<file path="src/rtl/store_buffer.sv">
// store_buffer: committed-store FIFO that drains to data memory and forwards buffered bytes to loads
module store_buffer #(
    parameter int DEPTH = 4
) (
    input  logic                    clk,
    input  logic                    reset,
    input  logic                    st_valid,
    input  logic [31:0]             st_addr,
    input  logic [31:0]             st_data,
    input  logic [3:0]              st_be,
    output logic                    st_ready,
    input  logic                    ld_req,
    input  logic [31:0]             ld_addr,
    output logic [31:0]             fwd_data,
    output logic [3:0]              fwd_mask,
    output logic                    mem_we,
    output logic [31:0]             mem_addr,
    output logic [31:0]             mem_wdata,
    output logic [3:0]              mem_be,
    input  logic                    mem_gnt,
    output logic                    sb_empty,
    output logic [$clog2(DEPTH):0]  sb_count
);
    localparam int PW = $clog2(DEPTH);
    localparam int CW = PW + 1;

    logic [PW-1:0] head_q, head_d, tail_q, tail_d, idx;
    logic [CW-1:0] count_q, count_d;
    logic [29:0]   addr_q [DEPTH];
    logic [29:0]   addr_d [DEPTH];
    logic [31:0]   data_q [DEPTH];
    logic [31:0]   data_d [DEPTH];
    logic [3:0]    be_q   [DEPTH];
    logic [3:0]    be_d   [DEPTH];
    logic          push, pop;
    logic          unused_lsbs;

    assign unused_lsbs = ^{st_addr[1:0], ld_addr[1:0]};

    // status, drain port and handshakes derive from registered state; loads own the memory port
    always_comb begin
        sb_count  = count_q;
        sb_empty  = count_q == '0;
        st_ready  = count_q != CW'(DEPTH);
        mem_we    = !sb_empty && !ld_req;
        mem_addr  = sb_empty ? '0 : {addr_q[head_q], 2'b00};
        mem_wdata = sb_empty ? '0 : data_q[head_q];
        mem_be    = sb_empty ? '0 : be_q[head_q];
        push      = st_valid && st_ready;
        pop       = mem_we && mem_gnt;
    end

    // pointer, occupancy and entry updates; a pushed entry is only visible from the next cycle
    always_comb begin
        head_d  = pop ? head_q + PW'(1) : head_q;
        tail_d  = push ? tail_q + PW'(1) : tail_q;
        count_d = count_q + CW'(push) - CW'(pop);
        addr_d  = addr_q;
        data_d  = data_q;
        be_d    = be_q;
        if (push) begin
            addr_d[tail_q] = st_addr[31:2];
            data_d[tail_q] = st_data;
            be_d[tail_q]   = st_be;
        end
    end

    // forwarding walks oldest to youngest so younger lanes overwrite older ones
    always_comb begin
        fwd_data = '0;
        fwd_mask = '0;
        idx      = head_q;
        for (int i = 0; i < DEPTH; i++) begin
            idx = head_q + PW'(i);
            if (CW'(i) < count_q && addr_q[idx] == ld_addr[31:2]) begin
                fwd_mask = fwd_mask | be_q[idx];
                for (int b = 0; b < 4; b++)
                    if (be_q[idx][b]) fwd_data[8*b +: 8] = data_q[idx][8*b +: 8];
            end
        end
    end

    // state register; reset discards every held store
    always_ff @(posedge clk or posedge reset) begin
        if (reset) begin
            head_q  <= '0;
            tail_q  <= '0;
            count_q <= '0;
            addr_q  <= '{default: '0};
            data_q  <= '{default: '0};
            be_q    <= '{default: '0};
        end else begin
            head_q  <= head_d;
            tail_q  <= tail_d;
            count_q <= count_d;
            addr_q  <= addr_d;
            data_q  <= data_d;
            be_q    <= be_d;
        end
    end
endmodule

</file>
<file path="config.mk">
export PLATFORM = sky130hd
export DESIGN_NAME = store_buffer
export DESIGN_NICKNAME = d
export VERILOG_FILES = /design/src/rtl/store_buffer.sv
export SDC_FILE = /design/constraint.sdc
export NUM_CORES = 1
export LEC_CHECK = 0
export BUFFER_PORTS_ARGS = -buffer_cell sky130_fd_sc_hd__buf_4
export CAP_MARGIN = 25
export CORE_MARGIN = 5
export CORE_UTILIZATION = 55
export CTS_BUF_LIST = sky130_fd_sc_hd__clkbuf_16
export DETAILED_ROUTE_END_ITERATION = 12
export PLACE_DENSITY_LB_ADDON = 0.1
export SYNTH_ARGS = -nofsm -noshare
export SYNTH_HDL_FRONTEND = slang
export SYNTH_SLANG_ARGS = --single-unit
</file>
<file path="constraint.sdc">
create_clock -name clk -period 13.2 [get_ports clk]
set_input_delay 2.64 -clock clk [delete_from_list [all_inputs] [get_ports clk]]
set_output_delay 2.64 -clock clk [all_outputs]
set_load 0.02 [all_outputs]
</file>
==> results of run 1 <==
[synthesized netlist by cell type (all sizes together), types with 43 or more instances]
cell / n / share of area (%)
a211oi: 43 / 1.6
a21oi: 44 / 1.1
buf: 70 / 2.5
clkbuf: 106 / 2.0
dfrtp: 271 / 33
mux2: 328 / 18
mux2i: 214 / 11
nand2: 70 / 1.3
nor2: 76 / 1.4
nor3: 47 / 1.2
o21ai: 77 / 1.9
xnor2: 78 / 3.4
[sequential cells by signal, summed over array words and instances, names as in the netlist]
signal / cells
data_q: 128
addr_q: 120
be_q: 16
sb_count: 3
head_q: 2
tail_q: 2
[where the power goes]
part | switching [uW] | leakage (uW) | internal [uW]
logic | 2540 | 0.00593 | 2030
clock network | 373 | 0.000576 | 561
registers | 436 | 0.00321 | 1270
total | 3350 | 0.00972 | 3860
[worst max-delay path: stages]
cell,delay (ns)
buf_4,0.16
o2bb2ai_1,0.14
o41ai_1,0.62
o21ai_0,0.36
or4_1,0.57
buf_4,0.23
nor4_4,0.88
nor3_1,0.13
o32a_1,0.37
o22a_1,0.21
buf_4,0.17
[per-stage QoR]
stage / std cells / hold slack (ns)
global placement: 2456 / 0.501
global route: 2523 / 0.539
finish: 2523 / 0.525
detailed placement: 2457 / 0.510
floorplan: 1935 / 0.492
CTS: 2518 / 0.525
[path summary, 6_finish.rpt]
kind | startpoint | to | slack, ns | cells after the start
worst max-delay path | ld_addr[5] | fwd_data[3] | 4.05 | 11
worst min-delay path | be_q[5] | be_q[5] | 0.53 | 1
worst max register to register | sb_count[2] | sb_count[2] | 10.30 | 10
worst min register to register | be_q[5] | be_q[5] | 0.53 | 1
max in group asynchronous | reset | head_q[0] | 9.46 | 4
min in group asynchronous | reset | data_q[116] | 2.19 | 2
[metal layers]
| metal | track usage (%) | part of all wire (%) |
|---|---|---|
| met1 | 46.3 | 45 |
| met2 | 48.1 | 45 |
| met4 | 8.80 | 2.5 |
| met3 | 5.60 | 8.0 |
| met5 | 0 | 0.079 |
[cell families (layout without fill, tap and decap cells)]
group / after synthesis / count (layout) / share of synthesized area [%]
mux: 579 / 579 / 32.8
simple gates: 430 / 430 / 12.0
compound gates: 343 / 343 / 11.9
flops: 271 / 271 / 33.3
buf+inv: 196 / 316 / 4.78
xor+xnor: 105 / 105 / 4.56
fa+ha+maj: 9 / 9 / 0.590
other cells: 1 / 2 / 0.0184
[cell type report]
cell class / instances / area, um2 / area share (%)
clock buffer: 37 / 926 / 4.02
inverter: 20 / 85.1 / 0.370
multi-input combinational: 1468 / 12600 / 54.9
tap: 468 / 586 / 2.54
timing repair buffer: 235 / 1820 / 7.91
sequential: 271 / 6790 / 29.5
clock inverter: 24 / 181 / 0.788
==> results.cfg, run 1 <==
[final_layout]
final_util_pct = 63.0
mostFrequentLayoutCells = mux2_2 (327), dfrtp_1 (269), buf_4 (230), mux2i_1 (213), xnor2_1 (77)
syn_to_final_growth_pct = 13.1
diodes = 0
drive_gt1_share_pct = 33.0
final_common_cell = mux2_2
fin_area_um2 = 23000
nFillCells = 3018
nets = 2144

[global_routing]
grt_pass1_wl_um = 102000
grt_start_max_net_pins = 119
antenna_found_initial = 3
grt_pass1_vias = 16925
grt_usage_pct = 31.5
overflow = 0

[setup_path]
cp.required_ns = 10.56
cp.arrival_ns = 6.51
start_kind = primary input
cp_max_fo = 18
crit_path_end_kind = output port
critical_path_class = primary input to output port

[floorplan]
core_area_um2 = 36500
io_pins = 215
dieArea_um2 = 40900
die-height_um = 202
initial_core_util_pct = 55.7
row_count = 70
fp.dieW_um = 202

[sta]
hold_viol = 0
rsz0062_at_grt = no
finalCritPeriodShare_pct = 69.3
setup_viol_count_final = 0
tns_ns = 0
min_period_ns = 9.15
slew_violations = 0
worstMarginPinSlew_ns = 0.991
finClkSkew_ns = 0.0233
clock.fmax_mhz = 109
finalWorstSetupSlack_ns = 4.05
slew_headroom_pct = 33.4

[detailed_routing]
first_iter_violations = 1667
drt-vias-per-instance = 6.70
drc = 0
drtAntennaViolNets = 0
dr.pass1.iters = 5
wl_per_cell_um = 26.1
routed_wl_um = 65900
vias = 16914

[worst_hold_path]
hold_class = flop to flop

[logic_synthesis]
synth.distinct_cells = 91
syn_area_um2 = 20300
synth_seq_area_share_pct = 33.3
synth_ff_type = dfrtp_1
synth_cells = 1934
synth_edf_count = 0
synth_area_per_cell_um2 = 10.5
synthArstFlopShare_pct = 100
ys_warn_count = 0
ys_seq_elements = 271

[status]
status = completed

[cts]
ctsHtreeMaxLevel = 2
tritoncts = done
hold_buffers = 0
cts_buffers = 34
cts.repair.resized = 0
cts_setup_buffers = 0
clock-sinks = 271
cts-root-buf = clkbuf_16
cts_buffer_depth = 3
clkLatencyLatePin_ns = 0.55
clk_pin_slew_worst_paths_ns = 0.05

[power]
peakVddDrop_v = 0.000164
p_leak_uw = 0.00972
power_uw = 7200
power_density_nw_per_um2 = 313

[placement]
dp_hpwl_um = 45600
post-place-ws_ns = 4.13
placed_area_um2 = 21800
gp_congestion = 0.975
numPortBuffers = 208

[job]
maxCapViolCount = 0
(Power assumes the default switching activity.)
==> inputs of run 2 (changes only) <==
==> constraint.sdc (replaced) <==
create_clock -name clk -period 7.9 [get_ports clk]
set_input_delay 1.58 -clock clk [delete_from_list [all_inputs] [get_ports clk]]
set_output_delay 1.58 -clock clk [all_outputs]
set_load 0.02 [all_outputs]
==> run 2 against run 1 <==
- total power up 68%
- global-route usage down 0.59 points
- hold slack better by 0.00092 ns
- count of clock-buffer cells in the layout down 6
- non-clock buffer count up 12
- first-iteration DRC count up 7.0%
- sequential power up 65%
- die area unchanged
- largest power group unchanged
- clock skew down 0.0056 ns
==> results.cfg, run 2 (synthesized netlist as in run 1, its figures left out) <==
[sta]
worstMarginPinSlew_ns = 1.09
finClkSkew_ns = 0.0178
finalCritPeriodShare_pct = 92.6
min_period_ns = 7.32
finalWorstSetupSlack_ns = 0.583
rsz0062_at_grt = no
tns_ns = 0
slew_headroom_pct = 26.8
hold_viol = 0
slew_violations = 0
setup_viol_count_final = 0
clock.fmax_mhz = 137

[power]
power_density_nw_per_um2 = 523
p_leak_uw = 0.00975
peakVddDrop_v = 0.000328

[detailed_routing]
wl_per_cell_um = 25.8
routed_wl_um = 65300
dr.pass1.iters = 9
vias = 17035
drtAntennaViolNets = 0
drc = 0
drt-vias-per-instance = 6.74
first_iter_violations = 1783

[global_routing]
grt_pass1_wl_um = 101000
grtUsageMet1_pct = 46.1
antenna_found_initial = 4
met2_usage_pct = 47.8
overflow = 0
gr-usage-met3_pct = 4.72
grt_start_max_net_pins = 164
grt_pass1_vias = 16618
busiest_layer = met2
grt_usage_pct = 30.9

[cts]
tritoncts = done
cts_buffer_depth = 3
cts-root-buf = clkbuf_16
clkLatencyLatePin_ns = 0.58
cts_buffers = 31
clock-sinks = 271
ctsHtreeMaxLevel = 1
hold_buffers = 0
cts_setup_buffers = 0
clk_pin_slew_worst_paths_ns = 0.06
cts.repair.resized = 0

[status]
status = completed

[floorplan]
row_count = 70
die-height_um = 202
fp.dieW_um = 202
core_area_um2 = 36500
initial_core_util_pct = 55.7
io_pins = 215
dieArea_um2 = 40900

[final_layout]
final_util_pct = 63.2
instances_no_fill = 2529
final_common_cell = mux2_2
mostFrequentLayoutCells = mux2_2 (327), dfrtp_1 (269), buf_4 (242), mux2i_1 (213), xnor2_1 (77)
diodes = 0
drive_gt1_share_pct = 33.3
largest-register = data_q
reg.largest.list = data_q: 128 flops, addr_q: 120 flops, be_q: 16 flops
largest_register_ff_count = 128
nets = 2153
syn_to_final_growth_pct = 13.5

[placement]
gp_congestion = 0.975
post-place-ws_ns = 1.15
dp.cells = 2474
dp_hpwl_um = 45900
numPortBuffers = 208

[setup_path]
crit_path_end_kind = output port
cp.arrival_ns = 5.74
cp_max_fo = 34
start_kind = flop
worstPathCellList = buf_12, mux2i_1, xnor2_1, a2111oi_0, o211ai_1, or4_1, buf_4, nor4_1, nor3_1, o21ai_0, a22oi_1, buf_4
critical_path_class = flop to output port
slowest_stage = or4_1
cpPeakStageDelay_ns = 0.86
cpMostUsedCell = buf_4
cp.required_ns = 6.32

[job]
maxCapViolCount = 0

[worst_hold_path]
hold_class = flop to flop
==> run 2: cell count changes in the layout (fill, tap and decap cells not counted), sizes merged <==
cell / before / now
buf: 234 / 247
clkinvlp: 1 / 2
clkinv: 13 / 10
inv: 27 / 24
bufinv: 3 / 8
clkbuf: 38 / 31
==> run 2: routing by layer <==
layer	vias to the layer above	share of wire [%]	wire, um
met5	-	0.073	48
met4	8	2.1	1400
met3	97	8.1	5320
met2	754	45	29500
met1	8638	44	29000
li1	7538	-	-
==> run 2: worst max-delay path, delay by kind of cell, from the launching register on <==
family / cells / cell delay (ns)
simple gates: 3 / 1.77
compound gates: 4 / 1.15
buf+inv: 3 / 0.82
flops: 1 / 0.78
mux: 1 / 0.39
xor+xnor: 1 / 0.19
==> run 2: report_power, final <==
group	internal, uW	switching [uW]
sequential	2120	690
combinational	3410	4280
clock	964	616
==> run 2: cell type report <==
| type | instances | area (um2) |
|---|---|---|
| fillers | 3032 | 13400 |
| multi-input cells | 1468 | 12600 |
| flip-flops and latches | 271 | 6790 |
| repair buffers | 247 | 1920 |
| clock buffers | 31 | 776 |
| well taps | 468 | 586 |
| clock inverters | 24 | 309 |
| inverters | 20 | 81.3 |
==> run 2: worst paths after layout <==
| check | start | end | slack, ns | depth (start not counted) |
|---|---|---|---|---|
| max | head_q[1] | fwd_data[28] | 0.58 | 12 |
| min | data_q[127] | data_q[127] | 0.53 | 1 |
| max reg2reg | sb_count[0] | data_q[11] | 5.02 | 6 |
| min reg2reg | data_q[127] | data_q[127] | 0.53 | 1 |
| max in group asynchronous | reset | head_q[1] | 5.33 | 3 |
| min in group asynchronous | reset | data_q[52] | 1.13 | 2 |
==> run 2: per-stage QoR <==
step	cell area [um2]	total power, uW	hold slack, ns
finish	23100	12100	0.526
detailed placement	22000	10400	0.512
CTS	23100	12000	0.527
floorplan	20400	8080	0.492
global route	23100	12700	0.539
global placement	22000	10200	0.503
==> inputs of run 3 (changes only) <==
--- a/config.mk
+++ b/config.mk
@@ -5,10 +5,12 @@
 export SDC_FILE = /design/constraint.sdc
 export NUM_CORES = 1
 export LEC_CHECK = 0
+export ABC_AREA = 1
 export BUFFER_PORTS_ARGS = -buffer_cell sky130_fd_sc_hd__buf_4
 export CAP_MARGIN = 25
+export CORE_ASPECT_RATIO = 0.75
 export CORE_MARGIN = 5
-export CORE_UTILIZATION = 55
+export CORE_UTILIZATION = 35
 export CTS_BUF_LIST = sky130_fd_sc_hd__clkbuf_16
 export DETAILED_ROUTE_END_ITERATION = 12
 export PLACE_DENSITY_LB_ADDON = 0.1
==> run 3 against run 2 <==
- via count increased by 32%
- largest power group unchanged
- synthesized cell count increased by 78%
- first-iteration DRC count increased by 2.0%
- largest cell class unchanged
- core utilization decreased by 22 points
- register-to-register slack got worse by 0.06 ns
- non-clock buffer count decreased by 9
- cell count increased by 72%
- cell area increased by 4.1%
- critical path depth increased by 6
- global-route usage decreased by 6.9 points
==> results.cfg, run 3 <==
[setup_path]
crit_path_end_kind = output port
cp.required_ns = 6.32
cp_max_fo = 95
slowest_stage = dfrtp_4
critical_path_class = flop to output port
start_kind = flop
cp.arrival_ns = 5.13
worstPathCellList = buf_4, nand2_1, nand3_1, nand2_1, nand2_1, nand2_1, nor2_1, nand2_1, nor3_1, nand2_1, nor2_4, buf_4, nand3_1, nand2_1, inv_1, nand2_1, nand2_1, buf_4
cpPeakStageDelay_ns = 0.87
critPathBufInv = 4
crit_family = simple AND/OR/NAND/NOR gates
cpMostUsedCell = nand2_1

[power]
pwr-share-seq_pct = 21.7
p_leak_uw = 0.0124
p_int_uw = 5370
peakVddDrop_v = 0.000327
power_density_nw_per_um2 = 496
swShare_pct = 54.9
power_frac_comb_pct = 64.4
clkPwrFrac_pct = 13.9
power.switching_uw = 6540

[floorplan]
row_count = 77
die-height_um = 221
core_area_um2 = 59000
dieArea_um2 = 64700
initial_core_util_pct = 35.4
io_pins = 215
fp.dieW_um = 292

[logic_synthesis]
syn_area_um2 = 20900
synth_area_per_cell_um2 = 6.06
ys_warn_count = 0
synth_edf_count = 0
synth_ff_type = dfrtp_1
synth_area_leaders = dfrtp_1 (32%), nand2_1 (25%), o21ai_0 (13%)
synth_top_area_cell = dfrtp_1
ys_seq_elements = 271
synthArstFlopShare_pct = 100
synth_most_common_cell = nand2_1
netlist.area_leader.share_pct = 32.5
synth_cells = 3446
synthTopCellsByCount = nand2_1 (1390), o21ai_0 (530), inv_1 (429)
synth_seq_area_share_pct = 32.5
synth.distinct_cells = 34

[sta]
rsz0062_at_grt = no
clock.fmax_mhz = 149
setup_viol_count_final = 0
slew_headroom_pct = 33.0
worstMarginPinSlew_ns = 0.998
hold_viol = 0
finalCritPeriodShare_pct = 84.9
tns_ns = 0
slew_violations = 0
min_period_ns = 6.71
finClkSkew_ns = 0.0197

[cts]
cts.repair.resized = 0
cts_buffers = 36
hold_buffers = 0
clkLatencyLatePin_ns = 0.56
cts_setup_buffers = 0
cts-root-buf = clkbuf_16
clock-sinks = 271
ctsHtreeMaxLevel = 2
tritoncts = done
cts_buffer_depth = 3
clk_pin_slew_worst_paths_ns = 0.06

[global_routing]
grt_usage_pct = 24.0
overflow = 0
busiest_layer = met1
grt_pass1_wl_um = 123000
gr-usage-met3_pct = 5.64
antenna_found_initial = 8
met2_usage_pct = 34.7
grt_start_max_net_pins = 233
grt_pass1_vias = 21037
grtUsageMet1_pct = 35.5

[detailed_routing]
wl_per_cell_um = 18.2
dr.pass1.iters = 6
vias = 22406
first_iter_violations = 1819
drc = 0
drtAntennaViolNets = 0
drt-vias-per-instance = 5.14
routed_wl_um = 79500

[final_layout]
mostFrequentLayoutCells = nand2_1 (1389), o21ai_0 (530), inv_1 (432), nand3_1 (327), dfrtp_1 (269)
syn_to_final_growth_pct = 15.1
nFillCells = 6325
reg.largest.list = data_q: 128 flops, addr_q: 120 flops, be_q: 16 flops
final_common_cell = nand2_1
instances_no_fill = 4355
drive_gt1_share_pct = 10.9
seq_area_um2 = 6790
multi_input_area_um2 = 11600
largest_register_ff_count = 128
largest-register = data_q
final_util_pct = 40.7
nets = 3650

[placement]
dp_hpwl_um = 55700
dp.cells = 4288
gp_congestion = 0.948
numPortBuffers = 208

[job]
maxCapViolCount = 0

[worst_hold_path]
hold_class = flop to flop

[status]
status = completed
[run 3: kinds of logic (layout without fill, tap and decap cells)]
kind of cell,count (synthesis),after routing,share of synthesized area (%)
buffers and inverters,622,738,12.2
DFF,271,271,32.5
xor gates and xnor gates,15,15,0.630
AOI/OAI and AO/OA,572,572,14.0
other,1,4,0.0180
muxes,54,54,2.91
and+or+nand+nor,1902,1902,37.3
adders and majority gates,9,9,0.576
[run 3: cell type report]
type,instances,share of cell area [%]
sequential,271,28.3
clock inverter,28,0.937
multi-input combinational,2554,48.3
inverter,435,6.83
clock buffer,37,3.85
timing repair buffer,238,7.70
tap,790,4.11
antenna,2,0.0208
[run 3: path summary, 6_finish.rpt]
path | from | endpoint | slack (ns) | cells past startpoint
worst max-delay path | head_q[0] | fwd_data[30] | 1.19 | 18
worst min-delay path | be_q[13] | be_q[13] | 0.53 | 1
worst max register to register | sb_count[1] | addr_q[46] | 4.96 | 6
worst min register to register | be_q[13] | be_q[13] | 0.53 | 1
max in group asynchronous | reset | head_q[1] | 5.28 | 4
min in group asynchronous | reset | addr_q[70] | 1.03 | 2
[run 3: power by group through the flow]
| stage | Sequential (uW) | Clock [uW] | Combinational [uW] |
|---|---|---|---|
| floorplan | 2410 | 0 | 5300 |
| global placement | 2570 | 0 | 7500 |
| detailed placement | 2600 | 0 | 7590 |
| CTS | 2580 | 1690 | 7620 |
| global route | 2690 | 1750 | 8620 |
| finish | 2590 | 1650 | 7680 |
[run 3: routing by layer]
| layer | share of wire [%] | up-vias |
|---|---|---|
| met3 | 8.1 | 137 |
| li1 | - | 11008 |
| met5 | 0.11 | - |
| met2 | 41 | 705 |
| met4 | 2.9 | 12 |
| met1 | 48 | 10544 |
[run 3: stage by stage]
| step | worst slack [ns] | hold WS, ns | total power [uW] | area (um2) |
|---|---|---|---|---|
| floorplan | 2.74 | 0.498 | 7720 | 20900 |
| global placement | 1.85 | 0.511 | 10100 | 22900 |
| detailed placement | 1.85 | 0.520 | 10200 | 22900 |
| CTS | 1.20 | 0.533 | 11900 | 24000 |
| global route | 0.805 | 0.545 | 13000 | 24000 |
| finish | 1.19 | 0.529 | 11900 | 24000 |
